### config.mk
export PLATFORM = sky130hd
export DESIGN_NAME = round_iter_ctrl_flat
export DESIGN_NICKNAME = d
export VERILOG_FILES = /design/src/rtl/round_iter_pkg.sv /design/src/rtl/round_iter_ctrl_if.sv /design/src/rtl/round_down_counter.sv /design/src/rtl/round_iter_ctrl.sv /design/src/flat_wrapper.sv
export SDC_FILE = /design/constraint.sdc
export NUM_CORES = 1
export LEC_CHECK = 0
export ABC_AREA = 1
export BUFFER_PORTS_ARGS = -buffer_cell sky130_fd_sc_hd__buf_2
export CAP_MARGIN = 10
export CORE_MARGIN = 8
export CORE_UTILIZATION = 35
export DETAILED_ROUTE_END_ITERATION = 8
export SLEW_MARGIN = 10
export SYNTH_ARGS = -nofsm -noshare
export SYNTH_HDL_FRONTEND = slang
export SYNTH_SLANG_ARGS = --single-unit
### constraint.sdc
create_clock -name clk -period 2.2 [get_ports clk]
set_input_delay 0.22 -clock clk [delete_from_list [all_inputs] [get_ports clk]]
set_output_delay 0.22 -clock clk [all_outputs]
set_load 0.01 [all_outputs]
### src/rtl/round_iter_pkg.sv
// Shared types and helpers for the iterative round controller.
// State encoding, default widths and the key-schedule rotate.
package round_iter_pkg;

  localparam int DEF_DATA_W = 32;
  localparam int DEF_CNT_W  = 4;
  localparam int ROT_MAX_W  = 64;

  typedef enum logic [1:0] {
    IDLE = 2'b00,
    RUN  = 2'b01,
    DONE = 2'b10
  } state_e;

  // x must be zero above bit w-1; result is masked back to w bits
  function automatic logic [ROT_MAX_W-1:0] rotl(
    input logic [ROT_MAX_W-1:0] x,
    input int unsigned          w,
    input int unsigned          r
  );
    logic [ROT_MAX_W-1:0] m;
    m = (w >= ROT_MAX_W) ? '1 : ((ROT_MAX_W'(1) << w) - ROT_MAX_W'(1));
    return ((x << r) | (x >> (w - r))) & m;
  endfunction

endpackage

### src/rtl/round_iter_ctrl_if.sv
// Valid/ready input and output bundle of the round controller.
// master drives the block in, slave is the controller side.
interface round_iter_ctrl_if #(
  parameter int DATA_W = 32,
  parameter int CNT_W  = 4
) ();

  logic              in_valid;
  logic              in_ready;
  logic [DATA_W-1:0] in_data;
  logic [DATA_W-1:0] in_key;
  logic [CNT_W-1:0]  in_rounds;
  logic              out_valid;
  logic              out_ready;
  logic [DATA_W-1:0] out_data;
  logic              busy;
  logic [CNT_W-1:0]  round_idx;

  modport master (
    output in_valid, in_data, in_key, in_rounds, out_ready,
    input  in_ready, out_valid, out_data, busy, round_idx
  );

  modport slave (
    input  in_valid, in_data, in_key, in_rounds, out_ready,
    output in_ready, out_valid, out_data, busy, round_idx
  );

endinterface

### src/rtl/round_down_counter.sv
// Loadable down-counter that saturates at zero.
// Flags the final round (cnt==1) and the empty state (cnt==0).
module round_down_counter #(
  parameter int CNT_W = 4
) (
  input  logic             clk,
  input  logic             rst,
  input  logic             load_i,
  input  logic             en_i,
  input  logic [CNT_W-1:0] d_i,
  output logic [CNT_W-1:0] cnt_o,
  output logic             last_o,
  output logic             zero_o
);

  logic [CNT_W-1:0] cnt_q, cnt_d;

  always_comb begin
    cnt_d = cnt_q;
    if (load_i)
      cnt_d = d_i;
    else if (en_i && cnt_q != '0)
      cnt_d = cnt_q - CNT_W'(1);
  end

  always_ff @(posedge clk) begin
    if (rst) cnt_q <= '0;
    else     cnt_q <= cnt_d;
  end

  assign cnt_o  = cnt_q;
  assign last_o = (cnt_q == CNT_W'(1));
  assign zero_o = (cnt_q == '0);

endmodule

### src/rtl/round_iter_ctrl.sv
// Iterative round controller: one XOR/rotate round per clock,
// block in over valid/ready, result out over valid/ready.
module round_iter_ctrl
  import round_iter_pkg::*;
#(
  parameter int DATA_W = DEF_DATA_W,
  parameter int CNT_W  = DEF_CNT_W,
  parameter int ROT    = 1
) (
  input  logic clk,
  input  logic rst,
  round_iter_ctrl_if.slave bus
);

  state_e            state_q, state_d;
  logic [DATA_W-1:0] st_q, st_d;
  logic [DATA_W-1:0] rk_q, rk_d;
  logic [DATA_W-1:0] od_q, od_d;
  logic [CNT_W-1:0]  ridx_q, ridx_d;
  logic              cnt_load, cnt_en;
  logic              cnt_last, cnt_zero;
  logic [CNT_W-1:0]  cnt;
  logic [DATA_W-1:0] rk_rot;
  logic [DATA_W-1:0] st_next;

  round_down_counter #(.CNT_W(CNT_W)) u_cnt (
    .clk    (clk),
    .rst    (rst),
    .load_i (cnt_load),
    .en_i   (cnt_en),
    .d_i    (bus.in_rounds),
    .cnt_o  (cnt),
    .last_o (cnt_last),
    .zero_o (cnt_zero)
  );

  assign rk_rot  = DATA_W'(rotl(ROT_MAX_W'(rk_q), DATA_W, ROT));
  assign st_next = st_q ^ rk_q;

  always_comb begin
    state_d  = state_q;
    st_d     = st_q;
    rk_d     = rk_q;
    od_d     = od_q;
    ridx_d   = ridx_q;
    cnt_load = 1'b0;
    cnt_en   = 1'b0;
    unique case (state_q)
      IDLE: begin
        if (bus.in_valid) begin
          st_d     = bus.in_data;
          rk_d     = bus.in_key;
          ridx_d   = '0;
          cnt_load = 1'b1;
          if (bus.in_rounds != '0) begin
            state_d = RUN;
          end else begin
            state_d = DONE;
            od_d    = bus.in_data;
          end
        end
      end
      RUN: begin
        st_d   = st_next;
        rk_d   = rk_rot;
        cnt_en = 1'b1;
        if (ridx_q != '1)
          ridx_d = ridx_q + CNT_W'(1);
        // zero is only a guard; a loaded RUN always ends via last
        if (cnt_last || cnt_zero) begin
          state_d = DONE;
          od_d    = st_next;
        end
      end
      DONE: begin
        if (bus.out_ready)
          state_d = IDLE;
      end
      default: state_d = IDLE;
    endcase
  end

  always_ff @(posedge clk) begin
    if (rst) begin
      state_q <= IDLE;
      st_q    <= '0;
      rk_q    <= '0;
      od_q    <= '0;
      ridx_q  <= '0;
    end else begin
      state_q <= state_d;
      st_q    <= st_d;
      rk_q    <= rk_d;
      od_q    <= od_d;
      ridx_q  <= ridx_d;
    end
  end

  assign bus.in_ready  = (state_q == IDLE) && !rst;
  assign bus.out_valid = (state_q == DONE);
  assign bus.busy      = (state_q == RUN) || (state_q == DONE);
  assign bus.out_data  = od_q;
  assign bus.round_idx = ridx_q;

  logic unused_cnt;
  assign unused_cnt = ^cnt;

endmodule

### src/flat_wrapper.sv
// flat-port wrapper written by rule: the top's interface ports become plain ports
module round_iter_ctrl_flat import round_iter_pkg::*;
#(
  parameter int DATA_W = DEF_DATA_W,
  parameter int CNT_W  = DEF_CNT_W,
  parameter int ROT    = 1
)
  (clk, rst, bus_in_valid, bus_in_data, bus_in_key, bus_in_rounds, bus_out_ready, bus_in_ready, bus_out_valid, bus_out_data, bus_busy, bus_round_idx);
  round_iter_ctrl_if #(.DATA_W(DATA_W), .CNT_W(CNT_W)) bus_i ();
  input  logic clk;
  input  logic rst;
  input wire logic [$bits(bus_i.in_valid)-1:0] bus_in_valid;
  input wire logic [$bits(bus_i.in_data)-1:0] bus_in_data;
  input wire logic [$bits(bus_i.in_key)-1:0] bus_in_key;
  input wire logic [$bits(bus_i.in_rounds)-1:0] bus_in_rounds;
  input wire logic [$bits(bus_i.out_ready)-1:0] bus_out_ready;
  output wire logic [$bits(bus_i.in_ready)-1:0] bus_in_ready;
  output wire logic [$bits(bus_i.out_valid)-1:0] bus_out_valid;
  output wire logic [$bits(bus_i.out_data)-1:0] bus_out_data;
  output wire logic [$bits(bus_i.busy)-1:0] bus_busy;
  output wire logic [$bits(bus_i.round_idx)-1:0] bus_round_idx;
  assign bus_i.in_valid = bus_in_valid;
  assign bus_i.in_data = bus_in_data;
  assign bus_i.in_key = bus_in_key;
  assign bus_i.in_rounds = bus_in_rounds;
  assign bus_i.out_ready = bus_out_ready;
  assign bus_in_ready = bus_i.in_ready;
  assign bus_out_valid = bus_i.out_valid;
  assign bus_out_data = bus_i.out_data;
  assign bus_busy = bus_i.busy;
  assign bus_round_idx = bus_i.round_idx;
  round_iter_ctrl #(.DATA_W(DATA_W), .CNT_W(CNT_W), .ROT(ROT)) u_core (.clk(clk), .rst(rst), .bus(bus_i));
endmodule
# --- Word-level counts from Yosys, hierarchy flattened ---
# Cells that the tools add are included.
word_totals:
  ff_bits: 106
  latch_bits: 0
  ram_bits: 0
  romBits: 0
  inputBits: 72
  output_inout_bits: 39
  wordCells: 55
  memories: 0
classes:
  add_sub_neg: 2
  mul: 0
  div_mod_pow: 0
  n_lt_le_gt_ge: 0
  eq_ne: 9
  n_shift: 0
  muxes: 21
  bitwise: 2
  n_reduce_logical: 15
ops:
  columns: ["cell", "count"]
  rows:
  - ["one-hot mux 32 bit (2 select lines)", 3]
  - ["two-way mux 32 bit", 5]
  - ["OR 32 x 1 -> 32 bit", 1]
  - ["bitwise XOR 32 bit", 1]
  - ["two-way mux 4 bit", 4]
  - ["two-way mux 2 bit", 4]
  - ["one-hot mux 4 bit (2 select lines)", 1]
  - ["nonzero test 4 bit", 2]
  - ["!= test 2 bit, second input constant", 3]
  - ["one-hot mux 2 bit (3 select lines)", 1]
  - ["AND reduction 3 bit", 2]
  - ["adder 4 x 1 -> 4 bit, second input constant", 1]
  - ["equality test 4 x 1 -> 1 bit, second input constant", 1]
  - ["zero test 4 bit", 1]
  - ["!= test 2 x 1 -> 1 bit, second input constant", 2]
  - ["!= test 4 bit, second input constant", 1]
  - ["AND reduction 4 bit", 1]
  - ["nonzero test 2 bit", 2]
  - ["subtractor 4 x 1 -> 4 bit, second input constant", 1]
  - ["two-way mux 1 bit", 3]
  - ["equality test 2 x 1 -> 1 bit, second input constant", 1]
  - ["equality test 2 bit, second input constant", 1]
  - ["logical AND 1 bit", 2]
  - ["zero test 2 bit", 1]
  - ["3 further kinds", 4]

# --- Depth between registers and ports, before layout ---
# Gate-level depths: netlist (run 1).
depth:
  depth_word: 5
  mapped_depth: 9

# --- Cells and area by module ---
# A second synthesis (run 1) with hierarchy kept.
unflattened:
  cells_unflattened: 821
  hier_area_um2: 5441.5
modules_own_cells:
  columns: ["mod", "instances", "cells_each", "area_each_um2", "seq_area_each_um2"]
  rows:
  - ["round_iter_ctrl", 1, 774, 5156.2, 2042.0]
  - ["round_down_counter", 1, 47, 285.3, 80.1]

# --- Worst setup path before layout (run 1) ---
# Ideal clock, no wire load.
synth_timing:
  path_type: "reg-to-reg"
  start: "reg u_core.state_q[0]"
  end: "reg u_core.rk_q[0]"
  arrival_ns: 1.388
  t_required_ns: 2.075
  setup_slack_ns: 0.686
  stages_incl_launch_ff: 7
  path_buffers: 2
  period_less_slack_ns: 1.514
  path_cell_list: "dfxtp_1 inv_1 ha_1 o21ai_4 buf_2 buf_2 a31oi_1"
synth_via:
  elab_chain_len: 3
  elab_cells_between_ends: 6
  classes_between: "eq/ne: 2; mux: 1; reduce/logical: 3"
synth_lines:
  columns: ["element", "line", "rtl"]
  rows:
  - ["from (decl)", "round_iter_ctrl.sv:15", "state_e state_q, state_d;"]
  - ["from (signal assigned)", "round_iter_ctrl.sv:91", "state_q <= state_d;"]
  - ["equality test 2 x 1 -> 1 bit / zero test 2 bit (equally long branches)", "round_iter_ctrl.sv:48", "unique case (state_q)"]
  - ["nonzero test 2 bit (no line) / != test 2 bit (equally long branches)", null, null]
  - ["AND reduction 2 bit (no line)", null, null]
  - ["to (signal assigned)", "round_iter_ctrl.sv:93", "rk_q <= rk_d;"]
  - ["to (decl)", "round_iter_ctrl.sv:17", "logic [DATA_W-1:0] rk_q, rk_d;"]
# Parallel ways exist; a longest one is shown, timed or not.
# A chain may end at the register's enable or synchronous reset.

# --- Final worst setup path (run 1) ---
layout_timing:
  start: "reg u_core.state_q[0]"
  end: "reg u_core.ridx_q[0], in the netlist u_core.bus.round_idx[0]"
layout_via:
  elab_chain_len: 3
  elab_cells_between_ends: 7
  classes_between: "eq/ne: 3; mux: 1; reduce/logical: 3"
layout_lines:
  columns: ["element", "line", "rtl"]
  rows:
  - ["equality test 2 x 1 -> 1 bit / zero test 2 bit (equally long branches)", "round_iter_ctrl.sv:48", null]
  - ["!= test 2 x 1 -> 1 bit (no line) (tied with other cells)", null, null]
  - ["AND reduction 3 bit (no line)", null, null]
  - ["to (signal assigned)", "round_iter_ctrl.sv:95", "ridx_q <= ridx_d;"]
  - ["to (decl)", "round_iter_ctrl.sv:19", "logic [CNT_W-1:0] ridx_q, ridx_d;"]
# Parallel ways exist; a longest one is shown, timed or not.

==> metrics.cfg, run 1 <==
[outcome]
status=completed

[route]
num_vias=4613
dr.pass1.iters=4
drt_iter0_markers=347
wl_mm=12.5
wl_per_cell_um=12.6
remaining_drc_errors=0
routed_via_density=4.64
drtAntennaViolNets=0

[clocking]
clock-sinks=106
clkTransAtPathRegs_ps=70
cts_max_path_buffers=2
cts_resized=0
clock_latency_ps=350
cts_setup_buffers=0
cts_tree=done
hold_buffers=0
cts-htree-levels=3
cts-root-buf=clkbuf_16
cts_buffers=9

[setup_path]
cp-start-kind=flip-flop
worst-setup-path-type=reg -> reg
worstPathArrival_ps=2200
crit_fanout=84
endpoint_kind=flip-flop
required_ps=2480

[synthesis]
synth.top_cell.area_share_pct=41.8
yosysMostFrequentCell=nand2_1
synth.largest_area_cell=dfxtp_1
synth_edf_count=0
synth_flop_cell=dfxtp_1
syn_area_um2=5080
syn_area_per_cell_um2=7.06
synth.distinct_cells=25
ys_ff_latch=106
ys_async_sr_fraction_pct=0
synth_area_leaders=dfxtp_1 42%, nand2_1 14%, o21ai_0 10%
yosysSeqAreaShare_pct=41.8
ys_warn_count=0
synthTopCellsByCount=184 x nand2_1, 106 x dfxtp_1, 103 x o21ai_0
syn_nets=797
synthCells=719

[timing]
finalClockSkew_ps=4.55
finalSetupViolations=0
period_needed_ps=1920
slew_headroom_pct=67.7
tightest_slew_ps=485
whs_ps=137
tns_ps=0
slew_violations=0
rsz0062_at_grt=no
finalHoldViolCount=0
fin_crit_sh_pct=87.5
max_freq_ghz=0.520

[power_and_ir_drop]
irDropWorstVdd_mv=0.993
leakagePower_nw=3.04
powerDensity_nw_per_um2=1410

[floorplan]
ios=111
die_h_um=136
dieArea_um2=18600
core_um2=14400
die_x_um=136
start_util_pct=35.3
rows=44

[global_route]
grt_max_degree=99
grt_pass1_wl_mm=20.6
grtUsageTotal_pct=13.7
antenna_found_initial=1
overflow=0
grt_pass1_vias=4193

[layout]
finalNetCount=885
drive_above_1_share_pct=17.3
diodes=0
final_util_pct=42.1
fin_area_um2=6050
area_delta_synth_final_pct=19.2

[place]
dp_hpwl_mm=8.50
gp_congestion=0.781
portBuffers=110
placed_cell_area_um2=5780

[worst_hold_path]
hp-class=in -> reg

[run]
max_cap_violations=0

## registers in the layout (all words and copies together) (netlist names)
signal	flops
u_core.bus.out_data	32
u_core.rk_q	32
u_core.st_q	32
u_core.bus.round_idx	4
u_core.u_cnt.cnt_o	4
u_core.state_q	2
## cell type report
type                       count  area, um^2
fill                        1553        8310
multi-input combinational    491        2460
sequential                   106        2120
timing repair buffer         120         676
inverter                      79         297
clock buffer                  12         256
tap                          184         230
clock inverter                 3        15.0
## metrics by stage
step | total power, mW | worst slack, ps | instances
after global routing | 9.33 | 73.5 | 995
after global placement | 7.04 | 305 | 980
after CTS | 8.63 | 246 | 995
final | 8.51 | 276 | 995
after floorplan | 6.03 | 686 | 719
after detailed placement | 7.07 | 257 | 980
## critical path, stage by stage, from the launching register on
cell,delay (ps)
dfxtp_1,310
inv_1,90
ha_1,300
nand2_4,130
o21ai_4,120
buf_12,320
nand2_1,200
or2_0,230
a21oi_1,130
## power breakdown
part           switching (mW)  total (mW)  internal [mW]
Clock                   0.697        1.52          0.819
Sequential              0.539        3.28           2.74
Combinational            2.20        3.71           1.51
## path summary, 6_finish.rpt
check / start / to / slack [ps] / depth (start not counted)
setup reg to reg: u_core.state_q[0] / u_core.bus.round_idx[0] / 280 / 8
setup / recovery: u_core.state_q[0] / u_core.bus.round_idx[0] / 280 / 8
hold reg to reg: u_core.rk_q[19] / u_core.rk_q[20] / 500 / 2
hold / removal: bus_in_key[20] / u_core.rk_q[20] / 140 / 3
## cells by family (layout without fill, tap and decap cells)
family,count (synthesis),count (layout),synth area share (%)
simple gates,277,277,21.3
fa+ha+maj,6,6,1.48
compound gates,175,175,19.9
buf+inv,122,214,9.85
xor+xnor,33,33,5.69
flops,106,106,41.8
## routing by layer
metal	part of all wire [%]	vias up	GRT usage, %
met5	0.10	-	0
met4	1.2	2	3.78
met3	6.1	14	4.66
met2	41	85	20.1
met1	51	2050	18.7
li1	-	2462	-
## cell usage in the layout (no fill, tap or decap), types with 2 or more instances in the layout
master / synthesis / layout
a21oi_1: 6 / 6
nand3_1: 5 / 5
buf_12: 0 / 4
nor3_1: 3 / 3
dfxtp_1: 106 / 106
ha_1: 6 / 5
buf_2: 13 / 110
o21ai_0: 103 / 103
clkbuf_16: 0 / 9
xnor2_1: 32 / 32
nand4_1: 2 / 2
o21bai_1: 33 / 33
buf_4: 0 / 6
clkinv_2: 0 / 3
nor2_1: 79 / 79
inv_2: 2 / 2
inv_1: 77 / 77
a31oi_1: 32 / 32
nand2_1: 184 / 184
clkbuf_8: 0 / 2
Note: power is estimated with default switching activity, not from simulation.
==> run 2: changes to the inputs <==
--- a/config.mk
+++ b/config.mk
@@ -5,7 +5,6 @@
 export SDC_FILE = /design/constraint.sdc
 export NUM_CORES = 1
 export LEC_CHECK = 0
-export ABC_AREA = 1
 export BUFFER_PORTS_ARGS = -buffer_cell sky130_fd_sc_hd__buf_2
 export CAP_MARGIN = 10
 export CORE_MARGIN = 8
==> metrics.cfg, run 2 <==
[outcome]
status=completed

[layout]
diodes=0
area_delta_synth_final_pct=18.5
multiInputGateArea_um2=2910
layout.cells.non_filler=880
drive_above_1_share_pct=21.4
fillers=1529
seq_area_um2=2120
finalNetCount=766
final_common_cell=buf_2
final_cell_mix=109 x buf_2, 106 x dfxtp_1, 102 x nor2_1
fin_area_um2=6310

[setup_path]
critPathSlowestCell=buf_4
crit_chain=inv_1 -> ha_2 -> mux2i_4 -> buf_4 -> a211oi_1 -> a21oi_1 -> nor2_1
required_ps=2410
endpoint_kind=flip-flop
worst-setup-path-type=reg -> reg
rrSetupSlack_ps=260
cp-start-kind=flip-flop
crit_fanout=38
critical-path-max-stage-delay_ps=390
worstPathArrival_ps=2150

[floorplan]
core_um2=15000
rows=45
start_util_pct=35.5
ios=111
dieArea_um2=19400
die_h_um=139
die_x_um=139

[place]
gp_congestion=0.818
placedCellCount=864
placed_cell_area_um2=6000
dp_hpwl_mm=10.1
portBuffers=110

[power_and_ir_drop]
irDropWorstVdd_mv=0.728
powerDensity_nw_per_um2=1450
power.internal_mw=5.25
p_sw_mw=3.89
p_comb_share_pct=48.4
leakagePower_nw=2.53
netSwitchingFraction_pct=42.6
p_clk_share_pct=18.4
p_seq_share_pct=33.2

[synthesis]
ys_warn_count=0
synth_area_leaders=dfxtp_1 40%, a211oi_1 14%, nor2_1 7.2%
synth.largest_area_cell=dfxtp_1
synth_edf_count=0
synthCells=615
synth.distinct_cells=39
syn_area_um2=5330
yosysSeqAreaShare_pct=39.8
synth_flop_cell=dfxtp_1
ys_async_sr_fraction_pct=0
syn_nets=693
synthTopCellsByCount=106 x dfxtp_1, 102 x nor2_1, 98 x a211oi_1
ys_ff_latch=106
syn_area_per_cell_um2=8.67
synth.top_cell.area_share_pct=39.8
yosysMostFrequentCell=dfxtp_1

[timing]
finalSetupViolations=0
period_needed_ps=1940
slew_violations=0
slew_headroom_pct=52.9
fin_crit_sh_pct=88.2
rsz0062_at_grt=no
finalHoldViolCount=0
tightest_slew_ps=706
tns_ps=0
max_freq_ghz=0.515
finalClockSkew_ps=6.31

[worst_hold_path]
hp-class=in -> reg

[global_route]
grt_pass1_vias=4560
overflow=0
antenna_found_initial=1
grtUsageTotal_pct=14.7
grt_pass1_wl_mm=23.4
grt_max_degree=77

[route]
remaining_drc_errors=0
wl_per_cell_um=16.7
num_vias=4777
dr.pass1.iters=4
drtAntennaViolNets=0
routed_via_density=5.43
wl_mm=14.7
drt_iter0_markers=347

[clocking]
cts-htree-levels=3
cts_buffers=9
cts_resized=0
cts_tree=done
clock_latency_ps=350
clkTransAtPathRegs_ps=70
cts_max_path_buffers=2
clock-sinks=106
hold_buffers=0
cts_setup_buffers=0
cts-root-buf=clkbuf_16

[run]
max_cap_violations=0

==> run 2: cell count changes after synthesis, moves of 17 or more <==
cell / change
nor2_1: +23
a21oi_1: +33
a211oi_1: +98
inv_1: -70
nand4_1: +31
buf_2: +17
a31oi_1: -32
o21ai_0: -102
nand2_1: -151
mux2i_1: +33
o21bai_1: -33
o311ai_1: +25
==> run 2: through the flow <==
stage / power [mW] / worst slack (ps) / hold WS (ps) / util [%]
CTS: 9.15 / 129 / 189 / 41.9
finish: 9.15 / 260 / 200 / 42.0
detailed placement: 7.45 / 147 / 452 / 39.9
global placement: 7.30 / 279 / 449 / 39.9
global route: 9.84 / 103 / 200 / 42.0
floorplan: 6.35 / 519 / 403 / -
==> run 2: cells by family (layout without fill, tap and decap cells) <==
logic type,Yosys count,count (layout),share of synthesized area (%)
buffers and inverters,71,147,6.20
DFF,106,106,39.8
muxes,35,36,6.74
xor gates and xnor gates,36,36,5.92
AOI/OAI and AO/OA,179,179,24.5
and+or+nand+nor,182,182,15.4
adders and majority gates,6,6,1.41
==> run 2: power groups by stage <==
stage	Sequential, mW	Clock (mW)	Combinational, mW
after floorplan	3.04	0	3.32
after global placement	3.05	0	4.25
after detailed placement	3.08	0	4.36
after CTS	3.04	1.72	4.39
after global routing	3.12	1.81	4.91
final	3.04	1.68	4.43
==> run 2: metal layers <==
metal / wire length (um) / part of all wire [%] / global-route usage (%)
met5: 10 / 0.068 / 0
met4: 117 / 0.79 / 3.99
met3: 607 / 4.1 / 4.14
met2: 7100 / 48 / 24.2
met1: 6880 / 47 / 18.4
==> run 2: final timing paths <==
| kind | startpoint | to | cells past startpoint |
|---|---|---|---|
| setup / recovery | u_core.state_q[1] | u_core.st_q[19] | 7 |
| hold / removal | bus_in_rounds[2] | u_core.u_cnt.cnt_o[2] | 3 |
| setup reg to reg | u_core.state_q[1] | u_core.st_q[19] | 7 |
| hold reg to reg | u_core.bus.out_data[14] | u_core.bus.out_data[14] | 2 |
==> run 2: worst max-delay path, delay by kind of cell (launching register included) <==
kind,cells,cell delay [ps]
buffers and inverters,2,520
adders and majority gates,1,350
DFF,1,330
muxes,1,310
AOI/OAI and AO/OA,2,230
and+or+nand+nor,1,50
==> run 2: layout make-up <==
type / count / share of cell area, %
clock buffers: 12 / 3.75
clock inverters: 3 / 1.03
inverters: 7 / 0.416
multi-input cells: 439 / 46.1
flip-flops and latches: 106 / 33.6
well taps: 188 / 3.73
repair buffers: 125 / 11.3
==> run 3: changes to the inputs <==
==> constraint.sdc (replaced) <==
create_clock -name clk -period 2.2 [get_ports clk]
set_input_delay 0.44 -clock clk [delete_from_list [all_inputs] [get_ports clk]]
set_output_delay 0.44 -clock clk [all_outputs]
set_load 0.01 [all_outputs]
==> metrics.cfg, run 3 (synthesis gave the netlist of run 2 again) <==
[global_route]
antenna_found_initial=1
grtUsageTotal_pct=14.7
overflow=0
grt_max_degree=77
grt_pass1_vias=4787
grt_pass1_wl_mm=23.7

[power_and_ir_drop]
p_sw_mw=3.91
p_seq_share_pct=32.6
power.internal_mw=5.41
netSwitchingFraction_pct=42.0
power_mw=9.32
p_clk_share_pct=19.9
p_comb_share_pct=47.5
powerDensity_nw_per_um2=1460
leakagePower_nw=2.56
irDropWorstVdd_mv=0.658

[place]
portBuffers=110
gp_congestion=0.789
placedCellCount=865
placed_cell_area_um2=6020
dp_hpwl_mm=10.2
dp_slack_ps=171

[setup_path]
path_buf_inv=2
timing.rr.start=u_core.state_q[1]
cp-start-kind=flip-flop
reg2regPathDepth=6
worst-setup-path-type=reg -> out
crit_family=adder cells
worstReg2RegEnd=u_core.rk_q[13]
rrSetupSlack_ps=310
critical-path-max-stage-delay_ps=340
critPathSlowestCell=ha_2
endpoint_kind=primary output
crit_fanout=9
crit_chain=inv_1 -> ha_2 -> nor2b_1 -> buf_2
worstPathArrival_ps=1550
required_ps=1760

[route]
drt_iter0_markers=336
wl_mm=14.8
routed_via_density=5.51
drtAntennaViolNets=0
dr.pass1.iters=4
num_vias=4858
wl_per_cell_um=16.7
remaining_drc_errors=0

[floorplan]
core_um2=15000
start_util_pct=35.5
die_h_um=139
dieArea_um2=19400
ios=111
rows=45
die_x_um=139

[clocking]
hold_buffers=0
cts-root-buf=clkbuf_16
cts_max_path_buffers=2
clkTransAtPathRegs_ps=70
cts-htree-levels=3
cts_setup_buffers=0
clock_latency_ps=350
cts_resized=0
cts_tree=done
clock-sinks=106
cts_buffers=9

[timing]
rsz0062_at_grt=no
period_needed_ps=1990
finalSetupViolations=0
finalHoldViolCount=0
tightest_slew_ps=521
whs_ps=406
max_freq_ghz=0.503
slew_headroom_pct=65.2
fin_crit_sh_pct=90.4
finalClockSkew_ps=7.26
timing.final.ws_setup_ps=211
tns_ps=0
slew_violations=0

[layout]
area_delta_synth_final_pct=19.6
finalNetCount=767
drive_above_1_share_pct=21.8
diodes=0
final_common_cell=buf_2
multiInputGateArea_um2=2910
final_util_pct=42.4
layout.cells.non_filler=881
final_cell_mix=109 x buf_2, 106 x dfxtp_1, 102 x nor2_1
fin_area_um2=6370
fillers=1503
seq_area_um2=2120

[outcome]
status=completed

[worst_hold_path]
hp-class=in -> reg
whs_endpoint=u_core.u_cnt.cnt_o[2]
min_from=bus_in_rounds[2]
hold_depth=3

[run]
max_cap_violations=0

==> run 3: cell count changes in the layout (fill, tap and decap cells not counted) <==
cell       change
buf_12         +1
bufinv_16      +1
clkbuf_1       -2
clkbuf_8       +1
clkinv_2       -1
inv_6          +1
==> run 3: how the worst max path moves through the flow <==
stage	startpoint	to	cells after the start
global placement	u_core.state_q[0]	u_core.rk_q[11]	6
detailed placement	u_core.state_q[0]	u_core.rk_q[1]	6
global route	u_core.state_q[1]	bus_in_ready	4
CTS	u_core.state_q[1]	u_core.rk_q[13]	6
finish	u_core.state_q[1]	bus_in_ready	4
floorplan	u_core.state_q[0]	u_core.bus.out_data[12]	9
==> run 3: routing by layer <==
metal	share of wire [%]	wire [um]	GRT usage, %	vias to the layer above
li1	-	-	-	2426
met1	45	6650	17.6	2277
met2	48	7030	24.3	125
met3	4.7	697	3.66	28
met4	2.5	367	6.99	2
met5	0.081	12	0	-
==> run 3: power by group through the flow <==
stage / combinational [mW] / sequential (mW) / clock, mW
2_1_floorplan: 3.32 / 3.04 / 0
3_3_place_gp: 4.27 / 3.05 / 0
3_5_place_dp: 4.38 / 3.08 / 0
4_1_cts: 4.40 / 3.04 / 1.90
5_1_grt: 4.90 / 3.11 / 1.99
6_report: 4.43 / 3.04 / 1.85
==> run 3: worst min-delay path, stage by stage <==
cell and delay [ps]:
buf_2 120, nor2_1 100, a211oi_1 50
==> run 3: layout make-up <==
cell class | count | area share [%]
well taps | 188 | 3.69
repair buffers | 126 | 11.5
clock buffers | 11 | 3.81
clock inverters | 4 | 1.55
inverters | 7 | 0.412
multi-input cells | 439 | 45.7
flip-flops and latches | 106 | 33.3
